**config.mk**
```make
export PLATFORM = sky130hd
export DESIGN_NAME = mul_mdc_cfg_master
export DESIGN_NICKNAME = d
export VERILOG_FILES = /design/src/rtl/mul_mdc_cfg_master_pkg.sv /design/src/rtl/mul_mdc_cfg_poll_timer.sv /design/src/rtl/mul_mdc_cfg_master.sv
export SDC_FILE = /design/constraint.sdc
export NUM_CORES = 1
export LEC_CHECK = 0
export CAP_MARGIN = 20
export CORE_AREA = 3 3 106 108
export CTS_BUF_LIST = sky130_fd_sc_hd__clkbuf_16
export DETAILED_ROUTE_END_ITERATION = 6
export DIE_AREA = 0 0 109 111
export GPL_ROUTABILITY_DRIVEN = 0
export PLACE_DENSITY = 0.84
export SYNTH_ARGS = -nofsm -noshare
export SYNTH_HDL_FRONTEND = slang
export SYNTH_HIERARCHICAL = 1
export SYNTH_SLANG_ARGS = --single-unit
```
**constraint.sdc**
```tcl
create_clock -name clk_i -period 5.75 [get_ports clk_i]
set_clock_uncertainty 0.1 [all_clocks]
set_input_delay 1.725 -clock clk_i [delete_from_list [all_inputs] [get_ports clk_i]]
set_output_delay 1.725 -clock clk_i [all_outputs]
set_load 0.02 [all_outputs]
```
**src/rtl/mul_mdc_cfg_master_pkg.sv**
```systemverilog
// Shared types and register map for the mul_mdc configuration master.
package mul_mdc_package;

  typedef enum logic [3:0] {
    CM_IDLE,
    CM_ACQ_REQ,
    CM_ACQ_WAIT,
    CM_ACQ_GAP,
    CM_WR_LOAD,
    CM_WR_REQ,
    CM_TRIG_REQ,
    CM_STAT_REQ,
    CM_STAT_WAIT,
    CM_STAT_GAP
  } cfg_master_state_t;

  localparam logic [31:0] MUL_MDC_CFG_TRIGGER = 32'h0000_0000;
  localparam logic [31:0] MUL_MDC_CFG_ACQUIRE = 32'h0000_0004;
  localparam logic [31:0] MUL_MDC_CFG_STATUS  = 32'h0000_000C;
  localparam logic [31:0] MUL_MDC_ACQ_FAIL    = 32'hFFFF_FFFF;

  // Job register byte address; idx is zero-extended, sum wraps modulo 2^32.
  function automatic logic [31:0] job_reg_addr(input logic [31:0] base,
                                               input logic [31:0] off,
                                               input logic [7:0]  idx);
    return base + off + {22'd0, idx, 2'b00};
  endfunction

endpackage

```
**src/rtl/mul_mdc_cfg_poll_timer.sv**
```systemverilog
// Down-counter pacing the gap between acquire/status polls.
module mul_mdc_cfg_poll_timer #(
  parameter int unsigned W = 4
) (
  input  logic         clk_i,
  input  logic         rst_i,
  input  logic         load_i,
  input  logic [W-1:0] load_val_i,
  input  logic         en_i,
  output logic         expired_o
);

  logic [W-1:0] r_cnt;

  always_ff @(posedge clk_i) begin
    if (rst_i)                      r_cnt <= '0;
    else if (load_i)                r_cnt <= load_val_i;
    else if (en_i && r_cnt != '0)   r_cnt <= r_cnt - W'(1);
  end

  assign expired_o = (r_cnt == '0);

endmodule

```
**src/rtl/mul_mdc_cfg_master.sv**
```systemverilog
// Peripheral-bus initiator: acquire a context, write job registers, trigger, poll status.
module mul_mdc_cfg_master
  import mul_mdc_package::*;
#(
  parameter logic [31:0] BASE_ADDR      = 32'h0,
  parameter logic [31:0] JOB_REG_OFFSET = 32'h40,
  parameter int unsigned POLL_GAP       = 8,
  parameter int unsigned ACQ_RETRY_MAX  = 255,
  parameter int unsigned ID             = 10
) (
  input  logic          clk_i,
  input  logic          rst_i,
  input  logic          start_i,
  input  logic          cmd_valid_i,
  output logic          cmd_ready_o,
  input  logic [7:0]    cmd_idx_i,
  input  logic [31:0]   cmd_data_i,
  input  logic          cmd_last_i,
  output logic          busy_o,
  output logic          done_o,
  output logic          err_o,
  output logic [7:0]    job_id_o,
  output logic          periph_req_o,
  input  logic          periph_gnt_i,
  output logic [31:0]   periph_add_o,
  output logic          periph_wen_o,
  output logic [3:0]    periph_be_o,
  output logic [31:0]   periph_data_o,
  output logic [ID-1:0] periph_id_o,
  input  logic          periph_r_valid_i,
  input  logic [31:0]   periph_r_data_i,
  input  logic [ID-1:0] periph_r_id_i
);

  localparam int unsigned GW = $clog2(POLL_GAP + 1);
  localparam int unsigned RW = $clog2(ACQ_RETRY_MAX + 1);
  localparam logic [RW-1:0] RETRY_LIM = RW'(ACQ_RETRY_MAX);
  localparam logic [GW-1:0] GAP_LOAD  = GW'(POLL_GAP - 1);

  cfg_master_state_t r_state, w_next;

  logic          r_req, r_wen, r_done, r_err, r_last;
  logic [31:0]   r_add, r_wdata, r_cmd_data;
  logic [3:0]    r_be;
  logic [7:0]    r_job_id, r_idx;
  logic [RW-1:0] r_retry;

  logic          w_granted, w_acq_fail, w_retry_out, w_gap_load, w_expired, w_in_gap;
  logic [RW-1:0] w_retry_nxt;
  logic          w_unused;

  assign w_unused    = ^periph_r_id_i;
  assign w_granted   = r_req && periph_gnt_i;
  assign w_acq_fail  = (periph_r_data_i == MUL_MDC_ACQ_FAIL);
  assign w_retry_nxt = r_retry + RW'(1);
  assign w_retry_out = (w_retry_nxt == RETRY_LIM);
  assign w_in_gap    = (r_state == CM_ACQ_GAP) || (r_state == CM_STAT_GAP);

  mul_mdc_cfg_poll_timer #(.W(GW)) u_timer (
    .clk_i      (clk_i),
    .rst_i      (rst_i),
    .load_i     (w_gap_load),
    .load_val_i (GAP_LOAD),
    .en_i       (w_in_gap),
    .expired_o  (w_expired)
  );

  always_ff @(posedge clk_i) begin
    if (rst_i) r_state <= CM_IDLE;
    else       r_state <= w_next;
  end

  always_comb begin
    w_next     = r_state;
    w_gap_load = 1'b0;
    case (r_state)
      CM_IDLE:      if (start_i) w_next = CM_ACQ_REQ;
      CM_ACQ_REQ:   if (w_granted) w_next = CM_ACQ_WAIT;
      CM_ACQ_WAIT:
        if (periph_r_valid_i) begin
          if (!w_acq_fail)      w_next = CM_WR_LOAD;
          else if (w_retry_out) w_next = CM_IDLE;
          else begin
            w_next     = CM_ACQ_GAP;
            w_gap_load = 1'b1;
          end
        end
      CM_ACQ_GAP:   if (w_expired) w_next = CM_ACQ_REQ;
      CM_WR_LOAD:   if (cmd_valid_i) w_next = CM_WR_REQ;
      CM_WR_REQ:    if (w_granted) w_next = r_last ? CM_TRIG_REQ : CM_WR_LOAD;
      CM_TRIG_REQ:  if (w_granted) w_next = CM_STAT_REQ;
      CM_STAT_REQ:  if (w_granted) w_next = CM_STAT_WAIT;
      CM_STAT_WAIT:
        if (periph_r_valid_i) begin
          if (periph_r_data_i == 32'h0) w_next = CM_IDLE;
          else begin
            w_next     = CM_STAT_GAP;
            w_gap_load = 1'b1;
          end
        end
      CM_STAT_GAP:  if (w_expired) w_next = CM_STAT_REQ;
      default:      w_next = CM_IDLE;
    endcase
  end

  // Bus outputs load on the first cycle of a *_REQ state and hold until granted.
  always_ff @(posedge clk_i) begin
    if (rst_i) begin
      r_req <= 1'b0;  r_add <= '0;  r_wen <= 1'b1;  r_be <= '0;  r_wdata <= '0;
      r_done <= 1'b0; r_err <= 1'b0; r_job_id <= '0; r_retry <= '0;
      r_idx <= '0;    r_cmd_data <= '0; r_last <= 1'b0;
    end else begin
      r_done <= (r_state == CM_STAT_WAIT) && periph_r_valid_i && (periph_r_data_i == 32'h0);
      r_err  <= (r_state == CM_ACQ_WAIT) && periph_r_valid_i && w_acq_fail && w_retry_out;
      if (r_state == CM_ACQ_WAIT && periph_r_valid_i) begin
        if (!w_acq_fail) begin
          r_job_id <= periph_r_data_i[7:0];
          r_retry  <= '0;
        end else begin
          r_retry  <= w_retry_out ? '0 : w_retry_nxt;
        end
      end
      if (r_state == CM_WR_LOAD && cmd_valid_i) begin
        r_idx      <= cmd_idx_i;
        r_cmd_data <= cmd_data_i;
        r_last     <= cmd_last_i;
      end
      if (r_req) begin
        if (periph_gnt_i) r_req <= 1'b0;
      end else begin
        case (r_state)
          CM_ACQ_REQ: begin
            r_req <= 1'b1; r_wen <= 1'b1; r_be <= 4'hF; r_wdata <= '0;
            r_add <= BASE_ADDR + MUL_MDC_CFG_ACQUIRE;
          end
          CM_WR_REQ: begin
            r_req <= 1'b1; r_wen <= 1'b0; r_be <= 4'hF; r_wdata <= r_cmd_data;
            r_add <= job_reg_addr(BASE_ADDR, JOB_REG_OFFSET, r_idx);
          end
          CM_TRIG_REQ: begin
            r_req <= 1'b1; r_wen <= 1'b0; r_be <= 4'hF; r_wdata <= '0;
            r_add <= BASE_ADDR + MUL_MDC_CFG_TRIGGER;
          end
          CM_STAT_REQ: begin
            r_req <= 1'b1; r_wen <= 1'b1; r_be <= 4'hF; r_wdata <= '0;
            r_add <= BASE_ADDR + MUL_MDC_CFG_STATUS;
          end
          default: ;
        endcase
      end
    end
  end

  assign cmd_ready_o   = (r_state == CM_WR_LOAD);
  assign busy_o        = (r_state != CM_IDLE);
  assign done_o        = r_done;
  assign err_o         = r_err;
  assign job_id_o      = r_job_id;
  assign periph_req_o  = r_req;
  assign periph_add_o  = r_add;
  assign periph_wen_o  = r_wen;
  assign periph_be_o   = r_be;
  assign periph_data_o = r_wdata;
  assign periph_id_o   = '0;

endmodule

```
* After elaboration in Yosys (flattened, before gate mapping)
Cells that the tools add are included.
Word-level totals: flip-flop bits (word level) 134, output and inout bits 92, input port bits 89
Cells by class: add/sub/neg operators 3, reductions and logical operators 29, muxes and demuxes 31, bitwise logic cells 2, equality and inequality tests 21
Operators with widths (number):
- $pmux W32 S4 | 1
- $pmux W32 S2 | 1
- $mux W4 | 11
- $pmux W4 S10 | 1
- $eq A32 B32 Y1 const B | 1
- $logic_not A32 Y1 | 1
- $eq A4 B3 Y1 const B | 4
- $mux W8 | 2
- $ne A2 B2 Y1 const B | 8
- $reduce_bool A4 Y1 | 3
- $add A7 B10 Y11 const A | 1
- $reduce_and A10 Y1 | 1
- $reduce_and A2 Y1 | 5
- $mux W3 | 3
- $add A8 B1 Y8 const B | 1
- $eq A4 B2 Y1 const B | 2
- $eq A4 B4 Y1 const B | 2
- $eq A8 B8 Y1 const B | 1
- $logic_and A1 B1 Y1 | 8
- $logic_not A4 Y1 | 2
- $mux W1 | 8
- $reduce_bool A2 Y1 | 3
- $reduce_or A2 Y1 | 3
- $eq A4 B1 Y1 const B | 1
- 8 further kinds | 12

* Depth between registers and ports, before layout
Gate-level depths: netlist (run 1).
depth in word-level cells 7, gate-level depth with buffers 10

* Hierarchy
The synthesis (run 1) kept the hierarchy.
Modules (own cells, without submodules):
- mul_mdc_cfg_master | instances 1, cells an instance 576, area an instance 4723.3 um^2, sequential area each 2142.1 um^2
- mul_mdc_cfg_poll_timer | instances 1, cells an instance 29, area an instance 262.8 um^2, sequential area each 80.1 um^2

* Worst setup path after synthesis (run 1)
OpenSTA, ideal clock, no wires.
kind input port to flip-flop, from input periph_r_data_i[30], to register u_timer.r_cnt[1], data arrival time 3527 ps, slack 2001 ps, cell stages on the path 8, path through nand4_1 > or4_1 > buf_2 > nor3_2 > o21ai_0 > o21ai_0 > nor3_1 > a311o_1
On the way: word-level cells in the longest chain between the ends 5, elaborated cells on any way between the ends 9
RTL lines:
- from (decl) | RTL line mul_mdc_cfg_master.sv:31 | input logic [31:0] periph_r_data_i,
- $eq A32 B32 Y1 or $logic_not A32 Y1 (tied branches) | RTL line mul_mdc_cfg_master.sv:54, mul_mdc_cfg_master.sv:95
- $mux W1, on equally long branches | RTL line mul_mdc_cfg_master.sv:81, mul_mdc_cfg_master.sv:95
- $mux W1, on equally long branches | RTL line mul_mdc_cfg_master.sv:80, mul_mdc_cfg_master.sv:94
- $pmux W1 S2 (*) | RTL line mul_mdc_cfg_master.sv:76 | case (r_state)
- net w_gap_load | RTL line mul_mdc_cfg_master.sv:48 | logic w_granted, w_acq_fail, w_retry_out, w_gap_load, w_expired, w_in_gap;
- $mux W3 or $reduce_bool A2 Y1 (tied branches)
- to (signal assigned) | RTL line mul_mdc_cfg_poll_timer.sv:17 | else if (load_i) r_cnt <= load_val_i;
- to (signal assigned) | RTL line mul_mdc_cfg_poll_timer.sv:18 | else if (en_i && r_cnt != '0) r_cnt <= r_cnt - W'(1);
- to (decl) | RTL line mul_mdc_cfg_poll_timer.sv:13 | logic [W-1:0] r_cnt;
The timed path passes the listed nets; every way through them passes the cells marked *. A chain may end at the register's enable or synchronous reset.

* Worst setup path after layout (run 1)
from input periph_r_data_i[24], to register u_timer.r_cnt[1]
The elaborated chain is that of the path after synthesis.

==> results.toml, run 1 <==
[min_path]
hp-start = "r_cmd_data[16]"
min_path_type = "flop to flop"
holdPathStages = 2
worstHoldEndpoint = "r_cmd_data[16]"

[critical_path]
worst_ep_arrival_time_ns = 4.31
max_stage_delay_ns = 0.68
endpoint_kind = "flop"
crit_family = "simple AND/OR/NAND/NOR gates"
rr_endpoint = "u_timer/r_cnt[1]"
critPathMaxFanout = 6
path_class = "input port to flop"
reg2reg_from = "r_state[1]"
required_ns = 5.87
reg2reg_depth = 7
critPathBufInv = 1
crit_chain = "clkdlybuf4s50_1 -> nand4_1 -> or4_1 -> nor3_2 -> o21ai_0 -> o21ai_0 -> nor3_1 -> a311o_1"
r2r_setup_slack_ns = 2.84
start_kind = "input port"
cp_common_cell = "o21ai_0"
cp_slowest_cell = "or4_1"

[clock_tree]
ctsResizeCount = 0
cts_tree = "done"
clockRootBuffer = "clkbuf_16"
cts_setup_buffers = 0
clk_pin_slew_worst_paths_ns = 0.07
clockBufferDepth = 2
cts-buffers-inserted = 9
cts_hold_buf = 0
cts_max_level = 3
clock_latency_ns = 0.34
cts.sinks = 111

[timing]
finalCritPeriodShare_pct = 72.9
max_freq_mhz = 239
tns_ns = 0
worst_pin_slew_ns = 1.08
finalHoldViolCount = 0
report.final.slew_viol_count = 0
slew_headroom_pct = 27.3
rsz0062_at_grt = "false"
timing.final.crit_period_ns = 4.19
finalSetupViolations = 0
whs_ns = 0.357

[pwr]
ir_drop_mv = 0.202
power_leakage_nw = 2.35
power_mw = 2.02
power_density_nw_per_um2 = 307

[place]
place_area_um2 = 6260
hpwl_um = 8980
io_buffers = 137

[logic_synthesis]
ys_types = 58
synth_top_area_share_pct = 44.6
syn_area_um2 = 4990
ys_seq_area_share_pct = 44.6
yosys_register_bits = 111
syn_avg_cell_area_um2 = 8.24
synth_edf_count = 0
post-synth-top-count-cell = "dfxtp_1"
synth_top_cells_by_area = "dfxtp_1, nand2_1, a22oi_1"
synthTopCellsByCount = "dfxtp_1, nand2_1, nor2_1, a21oi_1, a22oi_1"
synthArstFlopShare_pct = 0
synth_top_cell_by_area = "dfxtp_1"
synth-main-ff-cell = "dfxtp_1"
synthCells = 605
ys.warnings.count = 6

[routing]
drtIter0Drc = 285
first_pass_iters = 5
viasPerCell = 5.36
wl_per_cell_um = 15.2
antenna_left = 0
vias = 4592
post-route-drc-count = 0
drt-total-wl_um = 13100

[finish]
ff_latch_area_um2 = 2220
fin_area_um2 = 6570
drive_above_1_share_pct = 5.13
fin_nets = 810
area_growth_syn_to_layout_pct = 31.8
fillers = 887
diodes = 0
multi_input_area_um2 = 2390

[floorplanning]
die_y_um = 111
die_w_um = 109
die_area_um2 = 12100
core_um2 = 10300
num_rows = 37
initial_core_util_pct = 48.3
boundaryPins = 181

[global_routing]
grt_pass1_vias = 4402
grt_usage_pct = 21.4
grt_max_degree = 110
grt_overflow = 0
grt_pass1_wl_um = 21300
grt_antenna_before_repair = 0

[flow_run]
drv_cap = 0

[status]
status = "completed"
logic make-up after synthesis:
group | synth area share [%]
adders and majority gates | 1.00
muxes | 2.23
xor gates and xnor gates | 0.527
other | 0.151
AOI/OAI and AO/OA | 18.8
and+or+nand+nor | 22.4
buffers and inverters | 10.3
DFF | 44.6
state kept, by name (all words and copies together), names as in the netlist:
name and flops:
periph_be_o 1, u_timer/r_cnt 4, r_state 4, r_idx 8
err_o 1, periph_data_o 32, r_cmd_data 32, r_last 1
r_retry 8, periph_req_o 1, done_o 1, job_id_o 8
periph_add_o 9, periph_wen_o 1
per-stage QoR:
step                utilization [%]  cells  setup WS [ns]
finish                         63.7    857           1.56
global route                   63.7    857           1.33
CTS                            63.4    856           1.55
detailed placement             60.6    841           1.23
global placement               60.6    841           1.28
floorplan                         -    640           2.00
layer usage:
| metal | vias to the layer above | track usage [%] | share of wire (%) |
|---|---|---|---|
| met4 | 0 | 4.63 | 1.3 |
| met1 | 2171 | 26.0 | 40 |
| met2 | 144 | 36.9 | 52 |
| li1 | 2263 | - | - |
| met3 | 14 | 6.23 | 6.7 |
| met5 | - | 0 | 0 |
worst max path at each step:
stage                     slack (ns)  cells past startpoint                 from          endpoint
final                           1.56                      8  periph_r_data_i[24]  u_timer/r_cnt[1]
after global routing            1.33                      8  periph_r_data_i[24]  u_timer/r_cnt[0]
after CTS                       1.55                      8  periph_r_data_i[24]  u_timer/r_cnt[1]
after detailed placement        1.23                      8  periph_r_data_i[24]  u_timer/r_cnt[1]
after global placement          1.28                      8  periph_r_data_i[30]  u_timer/r_cnt[1]
after floorplan                 2.00                      8  periph_r_data_i[30]  u_timer/r_cnt[1]
worst register-to-register path, delay by kind of cell (launching register included):
family	cells	cell delay, ns
DFF	1	0.72
and+or+nand+nor	4	1.15
AOI/OAI and AO/OA	3	0.84
layout make-up:
| cell class | instances | share of cell area [%] |
|---|---|---|
| multi-input combinational | 434 | 36.3 |
| sequential | 111 | 33.8 |
| clock buffer | 9 | 3.43 |
| clock inverter | 6 | 0.990 |
| inverter | 17 | 0.971 |
| tap | 136 | 2.59 |
| timing repair buffer | 144 | 21.9 |
cells in the final DEF (no fill, tap or decap), types with 4 or more instances in the layout:
cell	count
ha_1	4
a211oi_1	4
nand4_1	12
a31oi_1	6
clkbuf_16	9
a21oi_1	52
nor4_1	12
clkdlybuf4s50_1	136
buf_4	7
conb_1	37
o21ai_0	5
nor3_1	12
mux2i_1	10
dfxtp_1	111
a22oi_1	41
o211ai_1	11
inv_1	17
nand3_1	9
nand2_1	102
and3_1	5
nor2_1	63
where the power goes:
group,switching [mW],leakage [nW],internal [mW],total [mW]
Clock,0.302,0.143,0.305,0.608
Sequential,0.0680,0.897,0.819,0.887
Combinational,0.315,1.31,0.210,0.525
Total,0.685,2.35,1.33,2.02
Power figures use the tool's default switching activity.
==> inputs of run 2 (changes only) <==
- CORE_AREA: 3 3 106 108 -> 3 3 115 117
- DIE_AREA: 0 0 109 111 -> 0 0 118 120
- PLACE_DENSITY: 0.84 -> 0.76
- clock period: 5.75 -> 3.4 ns (I/O delays scaled with it)
==> results.toml, run 2 (synthesized netlist as in run 1, its figures left out) <==
[routing]
post-route-drc-count = 0
drtIter0Drc = 268
antenna_left = 0
first_pass_iters = 5
viasPerCell = 5.12
wl_per_cell_um = 14.3
drt-total-wl_um = 13000
vias = 4678

[status]
status = "completed"

[floorplanning]
die_area_um2 = 14200
initial_core_util_pct = 40.0
die_y_um = 120
core_um2 = 12500
die_w_um = 118
num_rows = 41
boundaryPins = 181

[critical_path]
start_kind = "input port"
crit_chain = "clkdlybuf4s50_1 -> nand4_1 -> or4_1 -> nor3_2 -> o21ai_0 -> o21ai_0 -> buf_4 -> a2111oi_4 -> a311o_1"
critPathBufInv = 2
crit_family = "simple AND/OR/NAND/NOR gates"
worst_ep_arrival_time_ns = 3.25
max_stage_delay_ns = 0.59
endpoint_kind = "flop"
cp_common_cell = "o21ai_0"
critPathMaxFanout = 4
cp_slowest_cell = "or4_1"
path_class = "input port to flop"
required_ns = 3.53

[place]
hpwl_um = 9370
io_buffers = 137
place_area_um2 = 6460
dp_cells = 897

[pwr]
ir_drop_mv = 0.262
power_leakage_nw = 2.44
power_density_nw_per_um2 = 509

[timing]
max_freq_mhz = 320
finalCritPeriodShare_pct = 91.9
report.final.slew_viol_count = 0
worst_pin_slew_ns = 0.606
finalHoldViolCount = 0
rsz0062_at_grt = "false"
finalSetupViolations = 0
slew_headroom_pct = 59.5
timing.final.crit_period_ns = 3.13

[global_routing]
grt_usage_pct = 17.9
grt_antenna_before_repair = 0
grt_max_degree = 56
grt_pass1_vias = 4541
grt_pass1_wl_um = 21300
grt_overflow = 0

[min_path]
min_path_type = "flop to flop"

[finish]
area_growth_syn_to_layout_pct = 35.5
drive_above_1_share_pct = 7.56
utilization_pct = 54.2
fin_nets = 829
final_cells = 913
final_cell_mix = "clkdlybuf4s50_1, dfxtp_1, nand2_1"
diodes = 0
final_common_cell = "clkdlybuf4s50_1"
fin_area_um2 = 6760

[clock_tree]
cts_max_level = 3
clock_latency_ns = 0.34
clk_pin_slew_worst_paths_ns = 0.07
cts_tree = "done"
cts_setup_buffers = 0
cts_hold_buf = 0
clockRootBuffer = "clkbuf_16"
ctsResizeCount = 0
clockBufferDepth = 2
cts-buffers-inserted = 9
cts.sinks = 111

[flow_run]
drv_cap = 0
## run 2: cell types whose count changed in the layout (fill, tap and decap cells not counted)
cell / previous run / this run
inv_6: 1 / 2
buf_16: 1 / 0
buf_12: 0 / 1
inv_1: 17 / 18
buf_4: 7 / 26
inv_8: 2 / 1
## run 2: tightest hold or removal path: stages, from the launching register on
cell and delay, ns:
dfxtp_1 0.31, nand2_1 0.05, a21oi_1 0.05
## run 2: final timing paths
kind / start / to / slack, ns / cells past startpoint
min reg2reg: periph_add_o[10] / periph_add_o[10] / 0.35 / 2
max: periph_r_data_i[30] / u_timer/r_cnt[1] / 0.27 / 9
max reg2reg: u_timer/r_cnt[1] / r_state[2] / 0.84 / 8
min: periph_add_o[10] / periph_add_o[10] / 0.35 / 2
## run 2: power by group
part / internal (mW) / switching [mW]
logic: 0.384 / 0.571
clock network: 0.515 / 0.507
registers: 1.38 / 0.0780
## run 2: cell type report
class,instances,area [um^2]
Clock buffer,9,225
Multi-Input combinational cell,434,2390
Clock inverter,7,66.3
Tap cell,172,215
Sequential cell,111,2220
Inverter,17,63.8
Timing Repair Buffer,163,1580
Fill cell,1145,5710
## run 2: layer usage
metal	GRT usage, %	vias up	wire [um]	part of all wire [%]
met5	0	-	0	0
met1	20.7	2222	5260	40
met4	4.54	0	158	1.2
met3	5.80	10	957	7.3
met2	32.2	144	6670	51
li1	-	2302	-	-
## run 2: metrics by stage
step                setup WS (ns)  setup TNS, ns  total power [mW]  hold slack (ns)
floorplan                   0.356              0              2.12            0.336
global placement          -0.0162        -0.0162              2.42            0.342
detailed placement        -0.0580        -0.0748              2.45            0.346
CTS                         0.281              0              3.46            0.357
global route                0.169              0              3.63            0.374
finish                      0.274              0              3.44            0.353
